[src/rtl/sigmoid_lut_pkg.sv]
// Shared types and defaults for the sigmoid LUT and its runtime loader.
// Default widths are reused by the LUT RAM so both sides agree on geometry.
package sigmoid_lut_pkg;

    localparam int unsigned LUT_ADDR_W = 10;
    localparam int unsigned LUT_DATA_W = 10;

    typedef enum logic [1:0] {
        IDLE  = 2'd0,
        LOAD  = 2'd1,
        CHECK = 2'd2,
        DONE  = 2'd3
    } loader_state_t;

    typedef logic [LUT_ADDR_W-1:0] lut_addr_t;
    typedef logic [LUT_DATA_W-1:0] lut_data_t;

endpackage

[src/rtl/sigmoid_lut_addr_ctr.sv]
// LUT write-address counter: synchronous clear, increment, and a flag for the
// final entry of a pass. Holds at DEPTH-1 so it never wraps within a pass.
module sigmoid_lut_addr_ctr
    import sigmoid_lut_pkg::*;
#(
    parameter int unsigned ADDR_W = LUT_ADDR_W,
    parameter int unsigned DEPTH  = 1 << ADDR_W
) (
    input  logic              clock,
    input  logic              reset,
    input  logic              clear,
    input  logic              incr,
    output logic [ADDR_W-1:0] count,
    output logic              last
);

    localparam logic [ADDR_W-1:0] LAST_ADDR = ADDR_W'(DEPTH - 1);

    assign last = (count == LAST_ADDR);

    always_ff @(posedge clock or posedge reset) begin
        if (reset) begin
            count <= '0;
        end else if (clear) begin
            count <= '0;
        end else if (incr && !last) begin
            count <= count + 1'b1;
        end
    end

endmodule

[src/rtl/sigmoid_lut_loader.sv]
// Streams DEPTH words into the sigmoid LUT RAM write port after a start pulse.
// Optional checksum word after the data: define SIGMOID_LUT_LOADER_CHECKSUM_EN.
module sigmoid_lut_loader
    import sigmoid_lut_pkg::*;
#(
    parameter int unsigned ADDR_W = LUT_ADDR_W,
    parameter int unsigned DATA_W = LUT_DATA_W,
    parameter int unsigned DEPTH  = 1 << ADDR_W
) (
    input  logic              clock,
    input  logic              reset,
    input  logic              start,
    input  logic              in_valid,
    input  logic [DATA_W-1:0] in_data,
    output logic              in_ready,
    output logic              lut_we,
    output logic [ADDR_W-1:0] lut_waddr,
    output logic [DATA_W-1:0] lut_wdata,
    output logic              busy,
    output logic              done,
    output logic              loaded,
    output logic              err
);

    loader_state_t     state_q, state_d;
    logic              loaded_q, loaded_d;
    logic              we_d;
    logic              ctr_clear, ctr_incr, ctr_last;
    logic [ADDR_W-1:0] ctr_count;

`ifdef SIGMOID_LUT_LOADER_CHECKSUM_EN
    logic              err_q, err_d;
    logic [DATA_W-1:0] sum_q, sum_d;
`endif

    sigmoid_lut_addr_ctr #(
        .ADDR_W (ADDR_W),
        .DEPTH  (DEPTH)
    ) u_addr_ctr (
        .clock (clock),
        .reset (reset),
        .clear (ctr_clear),
        .incr  (ctr_incr),
        .count (ctr_count),
        .last  (ctr_last)
    );

    always_comb begin
        state_d   = state_q;
        loaded_d  = loaded_q;
        in_ready  = 1'b0;
        busy      = 1'b0;
        done      = 1'b0;
        we_d      = 1'b0;
        ctr_clear = 1'b0;
        ctr_incr  = 1'b0;
`ifdef SIGMOID_LUT_LOADER_CHECKSUM_EN
        err_d     = err_q;
        sum_d     = sum_q;
`endif
        case (state_q)
            IDLE: begin
                if (start) begin
                    state_d   = LOAD;
                    ctr_clear = 1'b1;
                    loaded_d  = 1'b0;
`ifdef SIGMOID_LUT_LOADER_CHECKSUM_EN
                    err_d     = 1'b0;
                    sum_d     = '0;
`endif
                end
            end
            LOAD: begin
                in_ready = 1'b1;
                busy     = 1'b1;
                if (in_valid) begin
                    we_d     = 1'b1;
                    ctr_incr = 1'b1;
`ifdef SIGMOID_LUT_LOADER_CHECKSUM_EN
                    sum_d    = sum_q + in_data;
                    if (ctr_last) state_d = CHECK;
`else
                    if (ctr_last) state_d = DONE;
`endif
                end
            end
`ifdef SIGMOID_LUT_LOADER_CHECKSUM_EN
            CHECK: begin
                // The checksum word is consumed but never written to the LUT.
                in_ready = 1'b1;
                busy     = 1'b1;
                if (in_valid) begin
                    err_d   = (in_data != sum_q);
                    state_d = DONE;
                end
            end
`endif
            DONE: begin
                done    = 1'b1;
                state_d = IDLE;
`ifdef SIGMOID_LUT_LOADER_CHECKSUM_EN
                loaded_d = !err_q;
`else
                loaded_d = 1'b1;
`endif
            end
            default: state_d = IDLE;
        endcase
    end

    always_ff @(posedge clock or posedge reset) begin
        if (reset) begin
            state_q   <= IDLE;
            loaded_q  <= 1'b0;
            lut_we    <= 1'b0;
            lut_waddr <= '0;
            lut_wdata <= '0;
        end else begin
            state_q  <= state_d;
            loaded_q <= loaded_d;
            lut_we   <= we_d;
            if (we_d) begin
                lut_waddr <= ctr_count;
                lut_wdata <= in_data;
            end
        end
    end

`ifdef SIGMOID_LUT_LOADER_CHECKSUM_EN
    always_ff @(posedge clock or posedge reset) begin
        if (reset) begin
            err_q <= 1'b0;
            sum_q <= '0;
        end else begin
            err_q <= err_d;
            sum_q <= sum_d;
        end
    end

    assign err = err_q;
`else
    assign err = 1'b0;
`endif

    assign loaded = loaded_q;

endmodule
[config.mk]
export PLATFORM = sky130hd
export DESIGN_NAME = sigmoid_lut_loader
export DESIGN_NICKNAME = d
export VERILOG_FILES = /design/src/rtl/sigmoid_lut_pkg.sv /design/src/rtl/sigmoid_lut_addr_ctr.sv /design/src/rtl/sigmoid_lut_loader.sv
export SDC_FILE = /design/constraint.sdc
export NUM_CORES = 1
export LEC_CHECK = 0
export ABC_AREA = 1
export CAP_MARGIN = 40
export CORE_UTILIZATION = 50
export CTS_CLUSTER_DIAMETER = 120
export DETAILED_ROUTE_END_ITERATION = 12
export PLACE_DENSITY = 0.79
export SLEW_MARGIN = 5
export SYNTH_ARGS = -nofsm -noshare
export SYNTH_HDL_FRONTEND = slang
export SYNTH_HIERARCHICAL = 1
export SYNTH_SLANG_ARGS = --single-unit
[constraint.sdc]
create_clock -name clock -period 3.91 [get_ports clock]
set_input_delay 0.782 -clock clock [delete_from_list [all_inputs] [get_ports clock]]
set_output_delay 0.782 -clock clock [all_outputs]
set_load 0.005 [all_outputs]
======== Word level (Yosys, flattened, before mapping) ========
Cells that the tools add are included.
storage, ports and cells
  bits in registers ....................... 34
  input port bits ......................... 14
  output and inout port bits .............. 26
  word-level logic and storage cells ...... 34
cells by class
  add/subtract/negate cells ............... 1
  equal/unequal tests ..................... 6
  mux-type cells .......................... 14
  reduce and logical (&&, ||, !) cells .... 7
operators with widths
  operator                                        count
  2-to-1 mux 10 bit                               2
  adder 10 x 1 -> 10 bit (second input constant)  1
  == test 10 bit (second input constant)          1
  2-to-1 mux 1 bit                                7
  2-to-1 mux 2 bit                                3
  != test 2 bit (second input constant)           2
  case mux 2 bit (2 select lines)                 1
  nonzero test 2 bit                              2
  AND reduction 3 bit                             1
  == test 2 x 1 -> 1 bit (second input constant)  1
  == test 2 bit (second input constant)           1
  logical NOT 2 bit                               1
  != test 2 x 1 -> 1 bit (second input constant)  1
  case mux 1 bit (2 select lines)                 1
  AND reduction 2 bit                             1
  logical AND 1 bit                               1
  logical NOT 1 bit                               1

======== Logic depth before layout (Yosys ltp) ========
  depth in word-level cells ............... 5
  mapped depth ............................ 9
  gate-level depth less buffers ........... 9

======== Cells and area by module ========
The synthesis kept the hierarchy.
modules (own cells, without submodules)
  module                times used  cells each  area an instance (um^2)
  sigmoid_lut_loader    1           111         1001.0
  sigmoid_lut_addr_ctr  1           92          659.4

======== Least setup slack after synthesis ========
OpenSTA, ideal clock, no wires.
  kind .................................... input-to-reg
  from .................................... input port in_valid
  to ...................................... register u_addr_ctr.count[5]
  arrival time ............................ 1.663 ns
  slack ................................... 2.128 ns
  cell stages on the path ................. 7
  path buffers ............................ 1
  cell sequence ........................... nand3_1 buf_4 inv_1 nor3b_1 nand3_1 nand2_1 nor2_1
on the way
  longest elaborated chain between the ends .. 4
RTL lines
  what                          line                        RTL
  from (decl)                   sigmoid_lut_loader.sv:13    input logic in_valid,
  2-to-1 mux 1 bit              sigmoid_lut_loader.sv:76    if (in_valid) begin
  2-to-1 mux 1 bit              sigmoid_lut_loader.sv:61    case (state_q)
  via ctr_incr                  sigmoid_lut_loader.sv:28    logic ctr_clear, ctr_incr, ctr_last;
  logical AND 1 bit             sigmoid_lut_addr_ctr.sv:26  end else if (incr && !last) begin
  nonzero test 2 bit (no line)  n/a
  to (signal assigned)          sigmoid_lut_addr_ctr.sv:27  count <= count + 1'b1;
  to (decl)                     sigmoid_lut_addr_ctr.sv:13  output logic [ADDR_W-1:0] count,
The timed path passes the listed nets, and every way through them passes these cells.
A chain may end at the register's enable or synchronous reset.

======== Worst setup path in the final report ========
  from .................................... register state_q[0]
  to ...................................... output port busy
on the way
  longest elaborated chain between the ends .. 2
RTL lines
  what                    line                       RTL
  from (decl)             sigmoid_lut_loader.sv:25   loader_state_t state_q, state_d;
  from (signal assigned)  sigmoid_lut_loader.sv:119  state_q <= state_d;
  == test 2 x 1 -> 1 bit  sigmoid_lut_loader.sv:61
  2-to-1 mux 1 bit        sigmoid_lut_loader.sv:61
  to (decl)               sigmoid_lut_loader.sv:19   output logic busy,
No other way between the ends.

==> results.ini <==
[clock_tree]
clk_path_buf_depth=2
h-tree-depth=2
post_cts_resized=0
clk_pin_slew_worst_paths_ps=90
insertion_delay_ps=340
ctsHoldBuffers=0
ctsRootBufferMaster=clkbuf_4
cts_made_buffers=5
cts_setup_buffers=0
cts_tree=yes
clock-sinks=34

[drt]
num_vias=1434
dr.pass1.iters=4
viasPerCell=5.07
drc_errors=0
wl_per_cell_um=12.6
drt-total-wl_mm=3.56
antenna_left=0
drt_iter0_drc=60

[logic_synthesis]
synth_common_cells=nand2_1 (74), dfrtp_1 (34), nand4_1 (23), inv_1 (17), nand3_1 (15)
synth_compound_area_share_pct=1.21
synth-simple-area-share_pct=37.5
muxShareOfSynthArea_pct=0
ys_ff_latch=34
synth_cells=203
avgSynthCellArea_um2=8.18
yosysWarnings=6
synth_seq_area_share_pct=51.2
synth_top_family_by_area=simple AND/OR/NAND/NOR gates
synthXorXnorAreaFrac_pct=1.06
synth_ff_type=dfrtp_1
synth_edf_count=0
synthAdderAreaFrac_pct=0.754
synth_area_um2=1660
yosys.area.top_type=dfrtp_1
synth.most_common_cell=nand2_1
synth_area_leaders=dfrtp_1 (51%), nand2_1 (17%), nand4_1 (8.7%), nand3_1 (4.5%), inv_1 (3.8%)
synth_nets=218
synth_cell_type_count=21
synthArstFlopShare_pct=100
synth_top_area_share_pct=51.2

[setup_path]
r2r_slack_ps=1980
path_cells=nand2_1, inv_1, clkdlybuf4s50_1
startpoint_type=flop
crit_type=reg2out
cp_top_family=flip-flops
cpPeakStageDelay_ps=820
rr_startpoint=state_q[0]
endpoint_kind=output pin
cpMaxStageDelayCell=dfrtp_1
worst-path-max-fanout=24
crit_buf_inv=2
crit_path_start=state_q[0]
cp_data_arrival_time_ps=2000
cp.required_ps=3130

[final_layout]
antennaDiodeCount=0
stdcell_count=283
syn_to_final_growth_pct=27.2
fillers=262
nNetsFinal=255
drive_gt1_share_pct=6.69

[global_routing]
grt_antenna_before_repair=0
grt_start_max_net_pins=25
grt_pass1_wl_mm=5.90
first_global_vias=1302
grt_usage_pct=23.1
grt_overflow=0

[die]
core_area_um2=3100
start_util_pct=53.5
rows=20
io_pins=40
dieHeight_um=59.6
dieArea_um2=3560
die_x_um=59.6

[worst_hold_path]
hold_start=lut_wdata[6]
hold_path_class=reg2reg

[sta]
skew_ps=6.26
period_needed_ps=2780
slew_headroom_pct=52.2
slew_violations=0
tightest_slew_ps=718
finalHoldViolCount=0
whs_ps=473
rsz0062_at_grt=no
fmax_mhz=360
setup_viol=0
finalSetupTns_ps=0
fin_crit_sh_pct=71.1

[pwr]
power_mw=0.824
leakage_nw=1.09
ir_drop_mv=0.262
p_per_area_nw_per_um2=390

[place]
routabilityCongestion=0.872
dp_hpwl_mm=2.61
dp.cells=277
port_buffers=38

[job]
drv_cap=0

[status]
status=finished, final reports clean

## area by class of cell
type	instances	area, um^2	share of cell area [%]
clock buffers	6	51.3	2.43
inverters	18	67.6	3.20
multi-input cells	140	677	32.0
flip-flops and latches	34	851	40.3
well taps	44	55.1	2.61
repair buffers	41	410	19.4
## report_power, final
group	switching, mW	internal [mW]
registers	0.0505	0.401
logic	0.0774	0.104
clock network	0.110	0.0809
## cell families (layout without fill, tap and decap cells)
logic type / after synthesis / in the layout
simple gates: 132 / 132
flops: 34 / 34
buf+inv: 29 / 65
compound gates: 4 / 4
xor+xnor: 2 / 2
fa+ha+maj: 1 / 1
other cells: 1 / 1
## per-stage QoR
stage | utilization, % | worst slack (ps) | cell area (um^2)
detailed placement | 66.4 | 1430 | 2060
CTS | 68.1 | 1120 | 2110
floorplan | - | 2130 | 1660
global placement | 65.9 | 1490 | 2050
finish | 68.1 | 1130 | 2110
global route | 68.1 | 981 | 2110
## worst register-to-register path, delay by kind of cell, from the launching register on
family | cells | cell delay [ps]
simple gates | 4 | 400
compound gates | 2 | 260
flops | 1 | 660
buf+inv | 2 | 510
## state kept, by name, indices dropped and copies added (netlist names)
register / count
lut_waddr: 10
lut_wdata: 10
u_addr_ctr/count: 10
state_q: 2
loaded: 1
lut_we: 1
## final timing paths
path	end	depth (start not counted)
setup / recovery	busy	3
setup reg to reg	u_addr_ctr/count[3]	8
hold reg to reg	lut_wdata[6]	2
max in group asynchronous	lut_wdata[5]	3
min in group asynchronous	u_addr_ctr/count[0]	2
hold / removal	lut_wdata[6]	2
## per-layer routing
metal  wire, um  GRT usage (%)  up-vias
met5          0              0        -
met2       1680           35.8       40
met3        169           4.37        6
met1       1650           31.1      663
met4         60           11.6        0
li1           -              -      725
## cells in the final DEF (no fill, tap or decap)
cell and n:
nand2_1 74, clkdlybuf4s50_1 38, dfrtp_1 34, nand4_1 23, inv_1 17, nand3_1 15, nor2_1 12, clkbuf_4 5
buf_4 2, nand2_2 2, nand2_4 2, xor2_1 2, a21oi_1 2, conb_1 1, clkbuf_8 1, buf_8 1
nor2_4 1, nand4_4 1, clkinv_1 1, o21ai_0 1, nor3b_1 1, nor2_2 1, o21ai_1 1, ha_1 1
No activity file was read; power rests on OpenSTA's default activity.
